**src/rtl/char_rom_arbiter_pkg.sv**
```systemverilog
// Shared video-fetch types: requester owner encoding and the read-return tag
// that travels alongside each character ROM access.
package char_rom_arbiter_pkg;

    typedef enum logic {
        OWN_BG  = 1'b0,
        OWN_SPR = 1'b1
    } owner_e;

    typedef struct packed {
        logic   valid;
        owner_e owner;
    } tag_t;

    localparam tag_t TAG_NONE = '{valid: 1'b0, owner: OWN_BG};

    function automatic tag_t make_tag(input logic valid, input logic spr_won);
        tag_t t;
        t.valid = valid;
        t.owner = spr_won ? OWN_SPR : OWN_BG;
        return t;
    endfunction

endpackage

```
**src/rtl/char_rom_arbiter_if.sv**
```systemverilog
// Request/return bus between the BG/SPR fetchers, the character ROM pair and
// the arbiter. The arbiter uses the slave side; fetchers and ROM the master side.
interface char_rom_arbiter_if #(
    parameter int AW = 17
) ();

    logic          ioctl_download;

    logic          bg_req;
    logic [AW-1:0] bg_addr;
    logic          bg_ack;
    logic          bg_valid;
    logic [7:0]    bg_data1;
    logic [7:0]    bg_data2;

    logic          spr_req;
    logic [AW-1:0] spr_addr;
    logic          spr_ack;
    logic          spr_valid;
    logic [7:0]    spr_data1;
    logic [7:0]    spr_data2;

    logic [AW-1:0] char_rom_addr;
    logic [7:0]    char_data1;
    logic [7:0]    char_data2;

    modport master (
        output ioctl_download,
        output bg_req, bg_addr, spr_req, spr_addr,
        output char_data1, char_data2,
        input  bg_ack, bg_valid, bg_data1, bg_data2,
        input  spr_ack, spr_valid, spr_data1, spr_data2,
        input  char_rom_addr
    );

    modport slave (
        input  ioctl_download,
        input  bg_req, bg_addr, spr_req, spr_addr,
        input  char_data1, char_data2,
        output bg_ack, bg_valid, bg_data1, bg_data2,
        output spr_ack, spr_valid, spr_data1, spr_data2,
        output char_rom_addr
    );

endinterface

```
**src/rtl/char_rom_arbiter_rr_arb2.sv**
```systemverilog
// Two-input arbiter for BG/SPR: round-robin on ties, or fixed SPR priority.
// The pointer remembers who won last and only moves on an actual grant.
module char_rom_arbiter_rr_arb2 #(
    parameter int SPR_PRIO = 0
) (
    input  logic clk_sys,
    input  logic reset,
    input  logic req_bg,
    input  logic req_spr,
    output logic gnt_bg,
    output logic gnt_spr
);

    logic last_spr;

    always_comb begin
        gnt_bg  = 1'b0;
        gnt_spr = 1'b0;
        if (req_bg && req_spr) begin
            if ((SPR_PRIO != 0) || !last_spr) begin
                gnt_spr = 1'b1;
            end else begin
                gnt_bg = 1'b1;
            end
        end else begin
            gnt_bg  = req_bg;
            gnt_spr = req_spr;
        end
    end

    // Reset as "SPR won last" so the first tie goes to BG.
    always_ff @(posedge clk_sys or posedge reset) begin
        if (reset) begin
            last_spr <= 1'b1;
        end else if (gnt_bg || gnt_spr) begin
            last_spr <= gnt_spr;
        end
    end

endmodule

```
**src/rtl/char_rom_arbiter.sv**
```systemverilog
// Shares the character ROM read port between the BG and sprite fetchers and
// steers each returned plane-1/plane-2 byte pair back to the requester that owns it.
module char_rom_arbiter
    import char_rom_arbiter_pkg::*;
#(
    parameter int AW       = 17,
    parameter int RD_LAT   = 1,
    parameter int SPR_PRIO = 0
) (
    input  logic              clk_sys,
    input  logic              reset,
    char_rom_arbiter_if.slave bus
);

    localparam int DEPTH = RD_LAT + 1;

    logic          el_bg;
    logic          el_spr;
    logic          gnt_bg;
    logic          gnt_spr;
    logic [AW-1:0] grant_addr;
    tag_t          pipe [DEPTH];
    tag_t          tail;

    // A requester being acked this cycle is retiring its request; don't grant it twice.
    assign el_bg  = bus.bg_req  && !bus.bg_ack  && !bus.ioctl_download;
    assign el_spr = bus.spr_req && !bus.spr_ack && !bus.ioctl_download;

    char_rom_arbiter_rr_arb2 #(
        .SPR_PRIO (SPR_PRIO)
    ) u_arb (
        .clk_sys (clk_sys),
        .reset   (reset),
        .req_bg  (el_bg),
        .req_spr (el_spr),
        .gnt_bg  (gnt_bg),
        .gnt_spr (gnt_spr)
    );

    assign grant_addr = gnt_spr ? bus.spr_addr : bus.bg_addr;
    assign tail       = pipe[DEPTH-1];

    always_ff @(posedge clk_sys or posedge reset) begin
        if (reset) begin
            bus.char_rom_addr <= '0;
            bus.bg_ack        <= 1'b0;
            bus.spr_ack       <= 1'b0;
        end else begin
            bus.bg_ack  <= gnt_bg;
            bus.spr_ack <= gnt_spr;
            if (gnt_bg || gnt_spr) begin
                bus.char_rom_addr <= grant_addr;
            end
        end
    end

    // Tag pipeline: a download edge wipes every tag in flight, including
    // the one that would otherwise be captured on this very edge.
    always_ff @(posedge clk_sys or posedge reset) begin
        if (reset) begin
            for (int i = 0; i < DEPTH; i++) begin
                pipe[i] <= TAG_NONE;
            end
        end else if (bus.ioctl_download) begin
            for (int i = 0; i < DEPTH; i++) begin
                pipe[i] <= TAG_NONE;
            end
        end else begin
            pipe[0] <= make_tag(gnt_bg || gnt_spr, gnt_spr);
            for (int i = 1; i < DEPTH; i++) begin
                pipe[i] <= pipe[i-1];
            end
        end
    end

    always_ff @(posedge clk_sys or posedge reset) begin
        if (reset) begin
            bus.bg_valid  <= 1'b0;
            bus.spr_valid <= 1'b0;
            bus.bg_data1  <= 8'h00;
            bus.bg_data2  <= 8'h00;
            bus.spr_data1 <= 8'h00;
            bus.spr_data2 <= 8'h00;
        end else begin
            bus.bg_valid  <= 1'b0;
            bus.spr_valid <= 1'b0;
            if (tail.valid && !bus.ioctl_download) begin
                if (tail.owner == OWN_SPR) begin
                    bus.spr_data1 <= bus.char_data1;
                    bus.spr_data2 <= bus.char_data2;
                    bus.spr_valid <= 1'b1;
                end else begin
                    bus.bg_data1  <= bus.char_data1;
                    bus.bg_data2  <= bus.char_data2;
                    bus.bg_valid  <= 1'b1;
                end
            end
        end
    end

endmodule

```
**src/flat_wrapper.sv**
```systemverilog
// flat-port wrapper written by rule: the top's interface ports become plain ports
module char_rom_arbiter_flat import char_rom_arbiter_pkg::*;
#(
    parameter int AW       = 17,
    parameter int RD_LAT   = 1,
    parameter int SPR_PRIO = 0
)
  (clk_sys, reset, bus_ioctl_download, bus_bg_req, bus_bg_addr, bus_spr_req, bus_spr_addr, bus_char_data1, bus_char_data2, bus_bg_ack, bus_bg_valid, bus_bg_data1, bus_bg_data2, bus_spr_ack, bus_spr_valid, bus_spr_data1, bus_spr_data2, bus_char_rom_addr);
  char_rom_arbiter_if #(.AW(AW)) bus_i ();
  input  logic clk_sys;
  input  logic reset;
  input wire logic [$bits(bus_i.ioctl_download)-1:0] bus_ioctl_download;
  input wire logic [$bits(bus_i.bg_req)-1:0] bus_bg_req;
  input wire logic [$bits(bus_i.bg_addr)-1:0] bus_bg_addr;
  input wire logic [$bits(bus_i.spr_req)-1:0] bus_spr_req;
  input wire logic [$bits(bus_i.spr_addr)-1:0] bus_spr_addr;
  input wire logic [$bits(bus_i.char_data1)-1:0] bus_char_data1;
  input wire logic [$bits(bus_i.char_data2)-1:0] bus_char_data2;
  output wire logic [$bits(bus_i.bg_ack)-1:0] bus_bg_ack;
  output wire logic [$bits(bus_i.bg_valid)-1:0] bus_bg_valid;
  output wire logic [$bits(bus_i.bg_data1)-1:0] bus_bg_data1;
  output wire logic [$bits(bus_i.bg_data2)-1:0] bus_bg_data2;
  output wire logic [$bits(bus_i.spr_ack)-1:0] bus_spr_ack;
  output wire logic [$bits(bus_i.spr_valid)-1:0] bus_spr_valid;
  output wire logic [$bits(bus_i.spr_data1)-1:0] bus_spr_data1;
  output wire logic [$bits(bus_i.spr_data2)-1:0] bus_spr_data2;
  output wire logic [$bits(bus_i.char_rom_addr)-1:0] bus_char_rom_addr;
  assign bus_i.ioctl_download = bus_ioctl_download;
  assign bus_i.bg_req = bus_bg_req;
  assign bus_i.bg_addr = bus_bg_addr;
  assign bus_i.spr_req = bus_spr_req;
  assign bus_i.spr_addr = bus_spr_addr;
  assign bus_i.char_data1 = bus_char_data1;
  assign bus_i.char_data2 = bus_char_data2;
  assign bus_bg_ack = bus_i.bg_ack;
  assign bus_bg_valid = bus_i.bg_valid;
  assign bus_bg_data1 = bus_i.bg_data1;
  assign bus_bg_data2 = bus_i.bg_data2;
  assign bus_spr_ack = bus_i.spr_ack;
  assign bus_spr_valid = bus_i.spr_valid;
  assign bus_spr_data1 = bus_i.spr_data1;
  assign bus_spr_data2 = bus_i.spr_data2;
  assign bus_char_rom_addr = bus_i.char_rom_addr;
  char_rom_arbiter #(.AW(AW), .RD_LAT(RD_LAT), .SPR_PRIO(SPR_PRIO)) u_core (.clk_sys(clk_sys), .reset(reset), .bus(bus_i));
endmodule
```
**config.mk**
```make
export PLATFORM = sky130hd
export DESIGN_NAME = char_rom_arbiter_flat
export DESIGN_NICKNAME = d
export VERILOG_FILES = /design/src/rtl/char_rom_arbiter_pkg.sv /design/src/rtl/char_rom_arbiter_if.sv /design/src/rtl/char_rom_arbiter_rr_arb2.sv /design/src/rtl/char_rom_arbiter.sv /design/src/flat_wrapper.sv
export SDC_FILE = /design/constraint.sdc
export NUM_CORES = 1
export LEC_CHECK = 0
export CORE_UTILIZATION = 40
export CTS_CLUSTER_SIZE = 30
export DETAILED_ROUTE_END_ITERATION = 12
export PLACE_DENSITY = 0.75
export SKIP_LAST_GASP = 1
export SLEW_MARGIN = 20
export SYNTH_ARGS = -nofsm -noshare
export SYNTH_HDL_FRONTEND = slang
export SYNTH_SLANG_ARGS = --single-unit
```
**constraint.sdc**
```tcl
create_clock -name clk_sys -period 2.3 [get_ports clk_sys]
set_clock_uncertainty 0.2 [all_clocks]
set_input_delay 0.575 -clock clk_sys [delete_from_list [all_inputs] [get_ports clk_sys]]
set_output_delay 0.575 -clock clk_sys [all_outputs]
set_load 0.02 [all_outputs]
```
# Word-level counts from Yosys, hierarchy flattened
# Cells that the tools add are included.
[classes] muxes=11 n_bitwise=1 n_reduce_logical=12
[ops] operator="$mux 17" n=1
[ops] operator="$mux 1" n=9
[ops] operator="$logic_and 1x1->1" n=6
[ops] operator="$mux 4" n=1
[ops] operator="$reduce_and 2->1" n=2
[ops] operator="$logic_not 1->1" n=3
[ops] operator="$logic_or 1x1->1" n=1
[ops] operator="$not 1->1" n=1
[word_totals] output_inout_bits=53 word_cells=38 register_bits=58 input_bits=55

# Longest topological paths before layout
[depth] depth_word=7 mapped_depth=5 depth_no_buf=3

# Cells and area by module
# From an unflattened synthesis, not the netlist that was laid out.
[hier_totals] hier_cells=167 hier_area_um2=2357.3
[modules_own_cells] mod="char_rom_arbiter" cells_per_inst=160 area_per_inst_um2=2298.5 seq_area_each_um2=1426.4 n_inst=1
[modules_own_cells] mod="char_rom_arbiter_rr_arb2" cells_per_inst=7 area_per_inst_um2=58.8 seq_area_each_um2=26.3 n_inst=1

# Least setup slack after synthesis
# Ideal clock, no wire load.
[synth_timing] kind="in2reg" from="input bus_ioctl_download" to="register u_core.bus.bg_data1[0]" setup_ns=0.125 cell_stages=3 setup_slack_ns=0.547 arrival_time_ns=1.428 required_time_ns=1.975 n_path_buf=1 cell_sequence="nor3b_4 buf_6 mux2_2"
[synth_between] elab_chain_len=3
[synth_lines] element="start: declaration" line_no="flat_wrapper.sv:12" rtl="input wire logic [$bits(bus_i.ioctl_download)-1:0] bus_ioctl_download;"
[synth_lines] element="$logic_not 1->1" line_no="char_rom_arbiter.sv:87" rtl="if (tail.valid && !bus.ioctl_download) begin"
[synth_lines] element="$logic_and 1x1->1" line_no="char_rom_arbiter.sv:87"
[synth_lines] element="$reduce_and 2->1 (no source line)"
[synth_lines] element="end signal: assignment" line_no="char_rom_arbiter.sv:93" rtl="bus.bg_data1 <= bus.char_data1;"
[synth_lines] element="end: declaration" line_no="char_rom_arbiter_if.sv:40" rtl="output bg_ack, bg_valid, bg_data1, bg_data2,"
# No other way between the ends.
# A chain may end at the register's enable or synchronous reset.

# Final worst setup path
[layout_timing] from="register u_core.bus.char_rom_addr[6]" to="output bus_char_rom_addr[6]"
[layout_lines] element="start: declaration" line_no="char_rom_arbiter_if.sv:42" rtl="output char_rom_addr"
[layout_lines] element="start signal: assignment" line_no="char_rom_arbiter.sv:52" rtl="bus.char_rom_addr <= grant_addr;"
[layout_lines] element="end: declaration" line_no="flat_wrapper.sv:27" rtl="output wire logic [$bits(bus_i.char_rom_addr)-1:0] bus_char_rom_addr;"
# No word-level cell between the ends.

==> results.sh <==
export IMPL_preCtsSetupSlack_ps=-120
export IMPL_dieArea_um2=7140
export IMPL_grt_overflow=0
export IMPL_clk_pin_slew_ps=60
export IMPL_slowest_delay_ps=620
export IMPL_drv_cap=0
export IMPL_hold_path_class="reg -> reg"
export IMPL_peakVddDrop_mv=0.370
export IMPL_seq_area_um2=1450
export IMPL_setup_ws_ps=181
export IMPL_hold_buffers=0
export IMPL_worst_skew_pair_late_latency_ps=330
export IMPL_die_width_um=84.5
export IMPL_io_pins=108
export IMPL_wirelength_mm=6.55
export IMPL_gr_usage_all_layers_pct=19.8
export IMPL_power_frac_comb_pct=31.6
export IMPL_synth_cells=194
export IMPL_numClockSinks=58
export IMPL_sequentialPowerShare_pct=38.2
export IMPL_post_dp_cell_area_um2=3960
export IMPL_report_final_setup_viol=0
export IMPL_worstPathMaxFanout=2
export IMPL_dp_hpwl_mm=4.52
export IMPL_wl_met2_mm=3.18
export IMPL_cpMaxStageDelayCell="clkdlybuf4s50_1"
export IMPL_core_area_um2=6460
export IMPL_antenna_found_initial=0
export IMPL_synth_area_um2=2720
export IMPL_fmax_mhz=472
export IMPL_cts_tree="yes"
export IMPL_syn_to_final_growth_pct=53.5
export IMPL_place_inst=380
export IMPL_violations="DRC"
export IMPL_antenna_left=0
export IMPL_rows=29
export IMPL_synth_yosys_warnings=0
export IMPL_grt_pass1_wl_mm=11.1
export IMPL_final_cell_mix="107 x clkdlybuf4s50_1, 57 x dfrtp_1, 30 x mux2_2"
export IMPL_multi_input_area_um2=1130
export IMPL_cts_setup_buffers=0
export IMPL_h_tree_depth=3
export IMPL_grt_pass1_vias=2153
export IMPL_drt_met1_wl_mm=2.79
export IMPL_fill_cells=523
export IMPL_diodes=0
export IMPL_cts_root_buf="clkbuf_8"
export IMPL_worst_pin_slew_ps=362
export IMPL_p_sw_uw=976
export IMPL_synth_nets=249
export IMPL_drive_above_1_share_pct=28.5
export IMPL_crit_start="u_core.bus.char_rom_addr[6]"
export IMPL_p_sw_share_pct=28.6
export IMPL_hold_violations=0
export IMPL_synth_seq_cells=58
export IMPL_critPathBufInv=1
export IMPL_endpoint_kind="output port"
export IMPL_cts_resized=0
export IMPL_numCtsBuffers=9
export IMPL_reg2reg_from="u_core.bus.spr_ack"
export IMPL_crit_path_cell_trace="clkdlybuf4s50_1"
export IMPL_clkPwrFrac_pct=30.3
export IMPL_fin_crit_sh_pct=92.1
export IMPL_rsz0062_at_grt="no"
export IMPL_grt_max_degree=59
export IMPL_crit_type="reg -> out"
export IMPL_syn_area_per_cell_um2=14.0
export IMPL_yosysUniqueCellTypes=27
export IMPL_drv_slew=0
export IMPL_vias=2180
export IMPL_routed_wl_met3_um=498
export IMPL_nNetsFinal=369
export IMPL_wl_per_cell_um=16.5
export IMPL_outcome="finished, violations left"
export IMPL_stdcell_count=396
export IMPL_start_kind="flop"
export IMPL_arrival_ps=1340
export IMPL_power_density_nw_per_um2=816
export IMPL_required_ps=1520
export IMPL_dr_first_iter_drc_count=66
export IMPL_synth_seq_area_share_pct=53.4
export IMPL_cp_top_family="buffers and inverters"
export IMPL_layout_commonest_cell="clkdlybuf4s50_1"
export IMPL_start_util_pct=42.1
export IMPL_dr_pass1_iters=8
export IMPL_period_minus_slack_ps=2120
export IMPL_min_from="u_core.pipe[3]"
export IMPL_io_buffers=107
export IMPL_relSlewSlack_pct=75.8
export IMPL_routed_top_layer="met4"
export IMPL_p_leak_nw=1.76
export IMPL_drc=9
export IMPL_die_y_um=84.5
export IMPL_p_int_mw=2.43
export IMPL_gp_congestion=0.777
export IMPL_finalInstanceArea_um2=4180
export IMPL_clock_path_buffers=2
export IMPL_vias_per_cell=5.51
==> cells in the mapped netlist (all sizes together) <==
cell type,number,area share [%]
dfrtp,57,52
mux2,32,13
o21ai,19,3.5
a221oi,17,5.5
a2bb2oi,17,7.5
and4bb,12,5.5
buf,12,4.0
clkbuf,6,0.83
nor4bb,5,1.8
nor2,3,0.41
inv,2,0.28
nand2b,2,0.46
nand3b,2,1.0
nor2b,2,0.46
a21oi,1,0.60
and3b,1,0.32
dfstp,1,0.97
nor3,1,0.18
nor3b,1,0.69
or3b,1,0.32
==> logic make-up after synthesis <==
kind of cell,Yosys count,synth area share (%)
and+or+nand+nor,30,11.2
AOI/OAI and AO/OA,54,17.1
muxes,32,13.2
DFF,58,53.4
buffers and inverters,20,5.06
==> power by group through the flow <==
stage                     Combinational, mW  Clock, mW  Sequential (mW)
after global placement                 1.07          0             1.31
after detailed placement               1.08          0             1.32
after CTS                              1.09       1.06             1.30
after floorplan                       0.330          0             1.53
final                                  1.08       1.03             1.30
after global routing                   1.14       1.11             1.33
==> stage by stage <==
| step | utilization (%) | power [mW] | hold slack, ps | TNS, ps |
|---|---|---|---|---|
| after CTS | 64.7 | 3.45 | 271 | 0 |
| final | 64.7 | 3.41 | 267 | 0 |
| after global placement | 61.3 | 2.38 | 241 | -386 |
| after global routing | 64.7 | 3.57 | 301 | 0 |
| after detailed placement | 61.3 | 2.40 | 257 | -1590 |
| after floorplan | - | 1.85 | 239 | 0 |
==> state kept, by name, summed over array words and instances (netlist names), 4 cells and up <==
name,cells
u_core.bus.bg_data2,8
u_core.bus.char_rom_addr,17
u_core.bus.spr_data2,8
u_core.bus.spr_data1,8
u_core.pipe,4
u_core.bus.bg_data1,8
==> area by class of cell <==
type,count,area share (%)
clock inverters,5,1.86
repair buffers,127,30.4
well taps,77,2.31
flip-flops and latches,58,34.8
inverters,2,0.180
multi-input cells,116,27.1
clock buffers,11,3.38
==> per-layer routing <==
layer  GRT usage (%)  vias up
met5               0        -
met4            6.78        0
met3            4.62        9
met2            31.0      102
met1            27.3     1077
li1                -      992
==> worst paths after layout <==
path	end	slack (ps)	cells after the start
max	bus_char_rom_addr[6]	180	1
min	u_core.pipe[1]	270	1
max reg2reg	u_core.bus.char_rom_addr[7]	530	5
min reg2reg	u_core.pipe[1]	270	1
max in group asynchronous	u_core.u_arb.last_spr	1170	3
min in group asynchronous	u_core.bus.bg_data1[3]	440	3
(Power assumes the default switching activity.)
